`src/rtl/cpu_sequencer_if.sv`:
```
// Program-memory fetch handshake between the instruction sequencer and memory.
// The master drives the request and address; the slave acks and returns data in the same cycle.
interface cpu_sequencer_if #(
    parameter int ADDR_WIDTH = 16,
    parameter int REG_WIDTH  = 8
);
    logic                  mem_req;
    logic [ADDR_WIDTH-1:0] mem_addr;
    logic                  mem_ack;
    logic [REG_WIDTH-1:0]  mem_rdata;

    modport master (
        output mem_req,
        output mem_addr,
        input  mem_ack,
        input  mem_rdata
    );

    modport slave (
        input  mem_req,
        input  mem_addr,
        output mem_ack,
        output mem_rdata
    );
endinterface

```
`src/rtl/cpu_sequencer.sv`:
```
// Instruction-cycle controller: fetches opcode/immediate bytes, then drives one
// execute and one write-back cycle of ALU/mux/write-enable controls per instruction.
module cpu_sequencer #(
    parameter int                    REG_WIDTH  = 8,
    parameter int                    OPP_WIDTH  = 4,
    parameter int                    ADDR_WIDTH = 16,
    parameter logic [ADDR_WIDTH-1:0] RESET_PC   = '0
) (
    input  logic                 clk,
    input  logic                 reset_n,
    cpu_sequencer_if.master      mem,
    input  logic                 go,
    output logic [OPP_WIDTH-1:0] alu_op,
    output logic [2:0]           sel_a,
    output logic [2:0]           sel_b,
    output logic [REG_WIDTH-1:0] imm,
    output logic                 we_add,
    output logic                 we_x,
    output logic                 we_y,
    output logic                 we_stat,
    output logic                 halted,
    output logic                 busy
);
    typedef enum logic [2:0] {
        S_IDLE,
        S_FETCH_OP,
        S_FETCH_IMM,
        S_EXEC,
        S_WB,
        S_HALT
    } state_t;

    state_t                state_q, state_d;
    logic [ADDR_WIDTH-1:0] pc_q, pc_d;
    logic [6:0]            op_q, op_d;
    logic [REG_WIDTH-1:0]  imm_q, imm_d;
    logic                  mem_req_q, mem_req_d;
    logic [OPP_WIDTH-1:0]  alu_op_q, alu_op_d;
    logic [2:0]            sel_a_q, sel_a_d;
    logic [2:0]            sel_b_q, sel_b_d;
    logic                  we_add_q, we_add_d;
    logic                  we_x_q, we_x_d;
    logic                  we_y_q, we_y_d;
    logic                  we_stat_q, we_stat_d;
    logic                  halted_q, halted_d;
    logic                  busy_q, busy_d;
    logic                  in_exec;
    logic                  in_wb;

    always_comb begin
        state_d = state_q;
        pc_d    = pc_q;
        op_d    = op_q;
        imm_d   = imm_q;
        case (state_q)
            S_IDLE: state_d = S_FETCH_OP;
            S_FETCH_OP: begin
                if (mem.mem_ack) begin
                    op_d  = mem.mem_rdata[6:0];
                    imm_d = '0;
                    pc_d  = pc_q + ADDR_WIDTH'(1);
                    if (mem.mem_rdata == '0)
                        state_d = S_HALT;
                    else if (mem.mem_rdata[7])
                        state_d = S_FETCH_IMM;
                    else
                        state_d = S_EXEC;
                end
            end
            S_FETCH_IMM: begin
                if (mem.mem_ack) begin
                    imm_d   = mem.mem_rdata;
                    pc_d    = pc_q + ADDR_WIDTH'(1);
                    state_d = S_EXEC;
                end
            end
            S_EXEC: state_d = S_WB;
            S_WB:   state_d = S_FETCH_OP;
            S_HALT: if (go) state_d = S_FETCH_OP;
            default: state_d = S_IDLE;
        endcase

        // Outputs are decoded from the next state so they land in flops and
        // carry no combinational path from mem_ack, mem_rdata or go.
        in_exec   = (state_d == S_EXEC) || (state_d == S_WB);
        in_wb     = (state_d == S_WB);
        mem_req_d = (state_d == S_FETCH_OP) || (state_d == S_FETCH_IMM);
        sel_a_d   = in_exec ? 3'd1 : 3'd0;
        sel_b_d   = in_exec ? (3'(op_d[1:0]) + 3'd1) : 3'd0;
        alu_op_d  = in_exec ? OPP_WIDTH'(op_d[6:4]) : '0;
        we_add_d  = in_wb && (op_d[3:2] == 2'b00);
        we_x_d    = in_wb && (op_d[3:2] == 2'b01);
        we_y_d    = in_wb && (op_d[3:2] == 2'b10);
        we_stat_d = in_wb;
        halted_d  = (state_d == S_HALT);
        busy_d    = !((state_d == S_IDLE) || (state_d == S_HALT));
    end

    always_ff @(posedge clk or negedge reset_n) begin
        if (!reset_n) begin
            state_q   <= S_IDLE;
            pc_q      <= RESET_PC;
            op_q      <= '0;
            imm_q     <= '0;
            mem_req_q <= 1'b0;
            alu_op_q  <= '0;
            sel_a_q   <= '0;
            sel_b_q   <= '0;
            we_add_q  <= 1'b0;
            we_x_q    <= 1'b0;
            we_y_q    <= 1'b0;
            we_stat_q <= 1'b0;
            halted_q  <= 1'b0;
            busy_q    <= 1'b0;
        end else begin
            state_q   <= state_d;
            pc_q      <= pc_d;
            op_q      <= op_d;
            imm_q     <= imm_d;
            mem_req_q <= mem_req_d;
            alu_op_q  <= alu_op_d;
            sel_a_q   <= sel_a_d;
            sel_b_q   <= sel_b_d;
            we_add_q  <= we_add_d;
            we_x_q    <= we_x_d;
            we_y_q    <= we_y_d;
            we_stat_q <= we_stat_d;
            halted_q  <= halted_d;
            busy_q    <= busy_d;
        end
    end

    assign mem.mem_req  = mem_req_q;
    assign mem.mem_addr = pc_q;
    assign alu_op       = alu_op_q;
    assign sel_a        = sel_a_q;
    assign sel_b        = sel_b_q;
    assign imm          = imm_q;
    assign we_add       = we_add_q;
    assign we_x         = we_x_q;
    assign we_y         = we_y_q;
    assign we_stat      = we_stat_q;
    assign halted       = halted_q;
    assign busy         = busy_q;
endmodule
```
`src/flat_wrapper.sv`:
```
// flat-port wrapper written by rule: the top's interface ports become plain ports
module cpu_sequencer_flat 
#(
    parameter int                    REG_WIDTH  = 8,
    parameter int                    OPP_WIDTH  = 4,
    parameter int                    ADDR_WIDTH = 16,
    parameter logic [ADDR_WIDTH-1:0] RESET_PC   = '0
)
  (clk, reset_n, go, alu_op, sel_a, sel_b, imm, we_add, we_x, we_y, we_stat, halted, busy, mem_mem_req, mem_mem_addr, mem_mem_ack, mem_mem_rdata);
  cpu_sequencer_if #(.ADDR_WIDTH(ADDR_WIDTH), .REG_WIDTH(REG_WIDTH)) mem_i ();
  input  logic clk;
  input  logic reset_n;
  input  logic go;
  output logic [OPP_WIDTH-1:0] alu_op;
  output logic [2:0] sel_a;
  output logic [2:0] sel_b;
  output logic [REG_WIDTH-1:0] imm;
  output logic we_add;
  output logic we_x;
  output logic we_y;
  output logic we_stat;
  output logic halted;
  output logic busy;
  output wire logic [$bits(mem_i.mem_req)-1:0] mem_mem_req;
  output wire logic [$bits(mem_i.mem_addr)-1:0] mem_mem_addr;
  input wire logic [$bits(mem_i.mem_ack)-1:0] mem_mem_ack;
  input wire logic [$bits(mem_i.mem_rdata)-1:0] mem_mem_rdata;
  assign mem_mem_req = mem_i.mem_req;
  assign mem_mem_addr = mem_i.mem_addr;
  assign mem_i.mem_ack = mem_mem_ack;
  assign mem_i.mem_rdata = mem_mem_rdata;
  cpu_sequencer #(.REG_WIDTH(REG_WIDTH), .OPP_WIDTH(OPP_WIDTH), .ADDR_WIDTH(ADDR_WIDTH), .RESET_PC(RESET_PC)) u_core (.clk(clk), .reset_n(reset_n), .mem(mem_i), .go(go), .alu_op(alu_op), .sel_a(sel_a), .sel_b(sel_b), .imm(imm), .we_add(we_add), .we_x(we_x), .we_y(we_y), .we_stat(we_stat), .halted(halted), .busy(busy));
endmodule
```
`config.mk`:
```
export PLATFORM = sky130hd
export DESIGN_NAME = cpu_sequencer_flat
export DESIGN_NICKNAME = d
export VERILOG_FILES = /design/src/rtl/cpu_sequencer_if.sv /design/src/rtl/cpu_sequencer.sv /design/src/flat_wrapper.sv
export SDC_FILE = /design/constraint.sdc
export NUM_CORES = 1
export LEC_CHECK = 0
export BUFFER_PORTS_ARGS = -buffer_cell sky130_fd_sc_hd__buf_2
export CAP_MARGIN = 25
export CELL_PAD_IN_SITES_DETAIL_PLACEMENT = 0
export CELL_PAD_IN_SITES_GLOBAL_PLACEMENT = 1
export CORE_MARGIN = 2
export CORE_UTILIZATION = 45
export CTS_CLUSTER_SIZE = 16
export DETAILED_ROUTE_END_ITERATION = 8
export PLACE_DENSITY = 0.82
export SYNTH_ARGS = -nofsm -noshare
export SYNTH_HDL_FRONTEND = slang
export SYNTH_SLANG_ARGS = --single-unit
```
`constraint.sdc`:
```
create_clock -name clk -period 2.7 [get_ports clk]
set_input_delay 0.81 -clock clk [delete_from_list [all_inputs] [get_ports clk]]
set_output_delay 0.81 -clock clk [all_outputs]
set_load 0.1 [all_outputs]
```
# Word level (Yosys, flattened, before mapping)
# Index checks and enable logic that the tools add are counted.
# word_totals
output_inout_bits,41
ff_bits,51
in_bits,12
word_cells,60
# classes
mux,14
n_reduce_logical,16
add_sub_neg,2
n_eq_ne,14
# ops
cell,count
$mux W3,6
$add A16 B1 Y16 const B,1
$mux W8,2
$pmux W8 S2,1
$pmux W3 S5,1
$mux W7,2
$eq A3 B2 Y1 const B,4
$eq A3 B3 Y1 const B,4
$logic_not A8 Y1,1
$eq A3 B1 Y1 const B,2
$logic_not A3 Y1,2
$ne A2 B2 Y1 const B,2
$reduce_or A2 Y1,2
$add A2 B1 Y3 const B,1
$logic_and A1 B1 Y1,3
$logic_or A1 B1 Y1,3
$reduce_and A3 Y1,1
$eq A2 B1 Y1 const B,1
$eq A2 B2 Y1 const B,1
$logic_not A2 Y1,1
$mux W1,2
$reduce_and A2 Y1,1
$reduce_bool A2 Y1,1
$logic_not A1 Y1,1

# Depth between registers and ports, before layout
# Gate-level depths: netlist (run 1).
# logic_depth
depth_word,7
depth_mapped,6

# Least setup slack after synthesis (run 1)
# Ideal clock, no wire load.
# synth_timing
path_kind,register -> register
from,"register u_core.pc_q[2], in the netlist u_core.mem.mem_addr[2]"
to,"register u_core.pc_q[12], in the netlist u_core.mem.mem_addr[12]"
setup_time_ps,159
path_stages_with_launch,5
period_less_slack_ps,2158
arrival_time_ps,1999
n_path_buf,0
setup_slack_ps,542
cell_sequence,dfrtp_1 > nand4_2 > nor4_4 > nand3_1 > xnor2_1
# synth_between
elab_chain_cells,1
# synth_rtl
item,line_no,rtl
from (decl),cpu_sequencer.sv:34,"logic [ADDR_WIDTH-1:0] pc_q, pc_d;"
from (signal assigned),cpu_sequencer.sv:117,pc_q <= pc_d;
$add A16 B1 Y16,"cpu_sequencer.sv:61, cpu_sequencer.sv:73",
# No other way between the ends.
# A chain may end at the register's enable or synchronous reset.

# Final worst setup path (run 1)
# layout_timing
from,"register u_core.pc_q[2], in the netlist u_core.mem.mem_addr[2]"
to,output port mem_mem_addr[2]
# layout_rtl
item,line_no,rtl
to (decl),flat_wrapper.sv:25,output wire logic [$bits(mem_i.mem_addr)-1:0] mem_mem_addr;
# No word-level cell between the ends.

==> flow_summary.json, run 1 <==
{
  "drc_errors": 0,
  "cts_resized": 0,
  "clock_skew_ns": 0.00367,
  "maxSlewHeadroom": 0.534,
  "ys_async_sr_fraction": 1.00,
  "synth_ff_type": "dfrtp_1",
  "wire_per_inst_um": 14.5,
  "ys_seq_elements": 48,
  "worstHoldStart": "u_core.mem.mem_addr[15]",
  "ff2ff_path_depth": 4,
  "synth_edf_count": 0,
  "num_rows": 24,
  "gp_congestion": 0.819,
  "die_w_um": 71.8,
  "portBuffers": 49,
  "antenna_left": 0,
  "clk_latency_ns": 0.29,
  "num_io_pins": 53,
  "r2r_end": "u_core.sel_b[1]",
  "crit_cells": 1,
  "cts_tree": "yes",
  "crit-reg2reg-launch": "u_core.state_q[0]",
  "vias": 1347,
  "drive_above_1_share": 0.362,
  "dieArea_um2": 5160,
  "diodes": 0,
  "cts.htree.levels": 2,
  "cts_setup_buffers": 0,
  "fillers": 395,
  "hold_path.class": "flip-flop to flip-flop",
  "final_nets": 221,
  "grt_max_degree": 33,
  "cts_buffers": 5,
  "die_h_um": 71.8,
  "root_buffer": "clkbuf_8",
  "grt_pass1_wl_mm": 6.29,
  "cp-start-kind": "flip-flop",
  "timing.final.crit_share": 0.748,
  "start_util": 0.472,
  "end_kind": "primary output",
  "syn_area_per_cell_um2": 13.4,
  "critPathMaxFanout": 6,
  "coreArea_um2": 4380,
  "min_to": "u_core.mem.mem_addr[15]",
  "gr-total-overflow": 0,
  "critPathArrivalTime_ns": 1.21,
  "drv_cap": 0,
  "crit_path_top_delay_cell": "buf_2",
  "postCtsHoldBufs": 0,
  "period_needed_ns": 2.02,
  "yosysWarnings": 0,
  "rrSetupSlack_ns": 0.75,
  "whs_path_depth": 1,
  "drt_first_pass_iters": 4,
  "clk_pin_slew_ns": 0.08,
  "dp_hpwl_mm": 2.80,
  "grt_use_total": 0.161,
  "cp_top_family": "buffers and inverters",
  "cts.sinks": 48,
  "totalWireLength_mm": 3.77,
  "yosysSeqAreaShare": 0.580,
  "max_stage_delay_ns": 0.46,
  "worst-setup-path-type": "flip-flop to primary output",
  "slew_violations": 0,
  "max_freq_mhz": 495,
  "tightest_slew_ns": 0.699,
  "drt_iter0_drc": 64,
  "syn-cell-area_um2": 2070,
  "fin_tns_setup_ns": 0,
  "path_buf_inv": 1,
  "setup_viol": 0,
  "viasPerCell": 5.20,
  "area_delta_synth_final_pct": 16.9,
  "synthCells": 155,
  "rsz0062_at_grt": "no",
  "clockBufferDepth": 2,
  "grt_pass1_vias": 1324,
  "hold_viol": 0,
  "outcome": "completed",
  "grt_antenna_before_repair": 0,
  "path_cells": "buf_2",
  "synth_cell_type_count": 44,
  "crit_required_ns": 1.89
}
==> layout by cell type (no fill, tap or decap), types with 2 or more instances in the layout <==
cell,netlist,layout
ha_1,2,2
o21ai_0,3,3
nand4_1,2,2
mux2_2,6,6
a21oi_1,2,2
xor2_1,3,3
nand3b_1,2,2
xnor2_1,12,12
nor4_1,2,2
nor3_1,3,3
nor2b_1,6,6
nand2b_1,2,2
nor2_1,5,5
nand3_1,5,5
nand2_1,9,9
buf_2,0,49
dfrtp_1,48,48
clkbuf_8,0,7
a22o_1,8,8
nor4_4,2,2
buf_4,3,2
conb_1,1,3
nor3b_1,2,2
==> sequential cells by signal, indices dropped and copies added, names as in the netlist <==
| name | count |
|---|---|
| u_core.sel_a | 1 |
| u_core.imm | 8 |
| u_core.busy | 1 |
| u_core.we_y | 1 |
| u_core.state_q | 3 |
| u_core.op_q | 7 |
| u_core.alu_op | 3 |
| u_core.halted | 1 |
| u_core.sel_b | 3 |
| u_core.we_add | 1 |
| u_core.we_stat | 1 |
| u_core.mem.mem_addr | 16 |
| u_core.we_x | 1 |
| u_core.mem.mem_req | 1 |
==> worst max path at each step <==
stage                                 from                 endpoint
floorplan           u_core.mem.mem_addr[2]  u_core.mem.mem_addr[12]
global placement               mem_mem_ack          u_core.sel_b[1]
detailed placement             mem_mem_ack          u_core.sel_b[1]
CTS                 u_core.mem.mem_addr[2]          mem_mem_addr[2]
global route        u_core.mem.mem_addr[3]          mem_mem_addr[3]
finish              u_core.mem.mem_addr[2]          mem_mem_addr[2]
==> cells by family (layout without fill, tap and decap cells) <==
kind of cell / after synthesis / count (layout) / synth area share
and+or+nand+nor: 51 / 51 / 0.169
DFF: 48 / 48 / 0.580
AOI/OAI and AO/OA: 19 / 19 / 0.0732
xor gates and xnor gates: 16 / 16 / 0.0768
buffers and inverters: 10 / 60 / 0.0417
muxes: 8 / 8 / 0.0453
adders and majority gates: 2 / 2 / 0.0121
other: 1 / 3 / 0.00181
==> cells in the mapped netlist, types with 2 or more instances <==
cell type	count	area, µm²
mux2_2	6	67.6
buf_6	5	56.3
nor2b_1	6	37.5
xnor2_1	12	105
nor4_1	2	12.5
a21oi_1	2	10.0
nor3_1	3	15.0
nand2b_1	2	12.5
nand4_1	2	12.5
o21ai_0	3	15.0
ha_1	2	25.0
nor4_4	2	42.5
nand3b_1	2	15.0
a22o_1	8	70.1
nor2_1	5	18.8
buf_4	3	22.5
nand2_1	9	33.8
nor3b_1	2	15.0
nand3_1	5	25.0
xor2_1	3	26.3
dfrtp_1	48	1200
==> routing by layer <==
metal | vias to the layer above | wire length (µm) | track usage
met4 | 0 | 50 | 0.0587
met2 | 46 | 1710 | 0.246
met3 | 7 | 274 | 0.0534
met1 | 657 | 1730 | 0.216
met5 | - | 0 | 0
li1 | 637 | - | -
==> cell type report <==
class | count | area, µm² | area share
well taps | 52 | 65.1 | 0.0269
inverters | 2 | 7.51 | 0.00310
clock buffers | 7 | 96.3 | 0.0398
flip-flops and latches | 48 | 1200 | 0.496
multi-input cells | 99 | 790 | 0.326
repair buffers | 51 | 260 | 0.108
==> per-stage QoR <==
step                cell area (µm²)   util  instances  hold slack, ns  worst slack (ns)
floorplan                      2080      -        157           0.438             0.542
global placement               2320  0.530        252           0.458             0.455
detailed placement             2320  0.530        252           0.459             0.403
CTS                            2420  0.552        259           0.475             0.667
global route                   2420  0.552        259           0.499             0.618
finish                         2420  0.552        259           0.471             0.681
Power of run 1 is not shown: default switching activity piles up to over one toggle a cycle in this logic, so the estimate is an artifact.
==> inputs of run 2 (changes only) <==
ABC_AREA = 1   (was not set)
CORE_UTILIZATION = 39   (was 45)
PLACE_DENSITY = 0.76   (was 0.82)
clock period = 1.9 ns   (was 2.7 ns; I/O delays follow)
==> run 2 against run 1 <==
Register-to-register slack worse by 0.49 ns. Die area is 23% higher. Utilization is 6.5 points lower.
==> flow_summary.json, run 2 <==
{
  "synth_edf_count": 0,
  "grt_antenna_before_repair": 0,
  "critPathMaxFanout": 5,
  "synth_cell_type_count": 27,
  "drc_errors": 0,
  "portBuffers": 49,
  "antenna_left": 0,
  "dp_hpwl_mm": 3.51,
  "ys_seq_elements": 48,
  "fillers": 554,
  "crit-reg2reg-launch": "u_core.state_q[2]",
  "cts_buffers": 5,
  "max_freq_mhz": 563,
  "ys_top_cells_by_area": "dfrtp_1, nand2_1, inv_1",
  "cts.sinks": 48,
  "final_common_cell": "nand2_1",
  "cts.htree.levels": 2,
  "critPathArrivalTime_ns": 1.21,
  "synth_common_cells": "nand2_1, dfrtp_1, inv_1, nor2_1, o21ai_0",
  "cts_setup_buffers": 0,
  "drive_above_1_share": 0.278,
  "yosysTopAreaCell": "dfrtp_1",
  "slew_violations": 0,
  "final_nets": 326,
  "cts_resized": 0,
  "cts_tree": "yes",
  "start_util": 0.406,
  "largest_reg_flops": 16,
  "ff2ff_path_depth": 8,
  "crit_required_ns": 1.33,
  "synth_top_area_frac": 0.538,
  "setup_viol": 0,
  "fin_tns_setup_ns": 0,
  "end_kind": "primary output",
  "num_io_pins": 53,
  "crit_path_top_delay_cell": "buf_2",
  "synthCells": 254,
  "dieArea_um2": 6350,
  "path_cells": "buf_2",
  "die_h_um": 79.7,
  "cp_top_family": "buffers and inverters",
  "area_delta_synth_final_pct": 20.1,
  "drt_iter0_drc": 69,
  "critical_path.startpoint": "u_core.mem.mem_addr[9]",
  "num_rows": 27,
  "cp-start-kind": "flip-flop",
  "clock_skew_ns": 0.00641,
  "outcome": "completed",
  "diodes": 0,
  "worst-setup-path-type": "flip-flop to primary output",
  "drv_cap": 0,
  "path_buf_inv": 1,
  "syn-cell-area_um2": 2230,
  "drt_first_pass_iters": 4,
  "rsz0062_at_grt": "no",
  "hold_viol": 0,
  "totalWireLength_mm": 4.63,
  "synth_ff_type": "dfrtp_1",
  "yosysWarnings": 0,
  "grt_pass1_vias": 1706,
  "grt_use_total": 0.156,
  "wire_per_inst_um": 12.0,
  "clk_latency_ns": 0.30,
  "grt_pass1_wl_mm": 7.66,
  "clockBufferDepth": 2,
  "ys_async_sr_fraction": 1.00,
  "gr-total-overflow": 0,
  "timing.final.crit_share": 0.934,
  "period_needed_ns": 1.78,
  "die_w_um": 79.7,
  "rrSetupSlack_ns": 0.26,
  "synth_most_common_cell": "nand2_1",
  "root_buffer": "clkbuf_8",
  "hold_path.class": "input pin to async pin",
  "mostFrequentLayoutCells": "nand2_1, buf_2, dfrtp_1, inv_1, nor2_1",
  "grt_max_degree": 21,
  "coreArea_um2": 5510,
  "postCtsHoldBufs": 0,
  "viasPerCell": 4.54,
  "crit_cells": 1,
  "max_stage_delay_ns": 0.46,
  "clk_pin_slew_ns": 0.09,
  "gp_congestion": 0.788,
  "vias": 1749,
  "yosysSeqAreaShare": 0.538,
  "syn_area_per_cell_um2": 8.79
}
[run 2: cell types whose count changed in the layout (fill, tap and decap cells not counted), sizes merged, moves of 4 or more]
cell,delta
nand3,+5
xnor2,-8
a21oi,+6
nor2,+23
nand2,+69
or2,+4
nor4,-4
a22o,-8
mux2,-8
o21ai,+17
nor2b,-6
inv,+31
[run 2: per-stage QoR]
step / utilization / cell area [µm²] / hold WS, ns / worst slack (ns) / cells
after global placement: 0.469 / 2580 / 0.467 / 0.159 / 377
after CTS: 0.487 / 2680 / 0.197 / 0.101 / 385
final: 0.487 / 2680 / 0.198 / 0.125 / 385
after detailed placement: 0.469 / 2580 / 0.472 / 0.0998 / 377
after global routing: 0.487 / 2680 / 0.219 / 0.0596 / 385
after floorplan: - / 2240 / 0.274 / 0.00386 / 256
[run 2: layout make-up]
cell class / count / area [µm²] / area share
clock buffers: 6 / 82.6 / 0.0308
well taps: 72 / 90.1 / 0.0336
multi-input cells: 170 / 861 / 0.321
repair buffers: 54 / 295 / 0.110
inverters: 33 / 134 / 0.0499
clock inverters: 2 / 15.0 / 0.00560
flip-flops and latches: 48 / 1200 / 0.449
[run 2: cell families (layout without fill, tap and decap cells)]
family,after synthesis,count (layout),share of synthesized area
and+or+nand+nor,126,126,0.255
DFF,48,48,0.538
buffers and inverters,38,95,0.0801
AOI/OAI and AO/OA,30,30,0.0784
xor gates and xnor gates,9,9,0.0353
adders and majority gates,2,2,0.0112
other,1,3,0.00168
[run 2: path summary, 6_finish.rpt]
kind	end
worst max-delay path	mem_mem_addr[9]
worst min-delay path	u_core.mem.mem_addr[2]
worst max register to register	u_core.sel_b[1]
worst min register to register	u_core.imm[1]
max in group asynchronous	u_core.mem.mem_addr[14]
min in group clk	u_core.imm[1]
[run 2: layer usage]
metal / global-route usage / share of wire / up-vias
li1: - / - / 891
met1: 0.205 / 0.48 / 813
met2: 0.257 / 0.48 / 41
met3: 0.0385 / 0.043 / 4
met4: 0.0448 / 0.0056 / 0
met5: 0 / 0 / -
Power of run 2 is left out for the same reason.
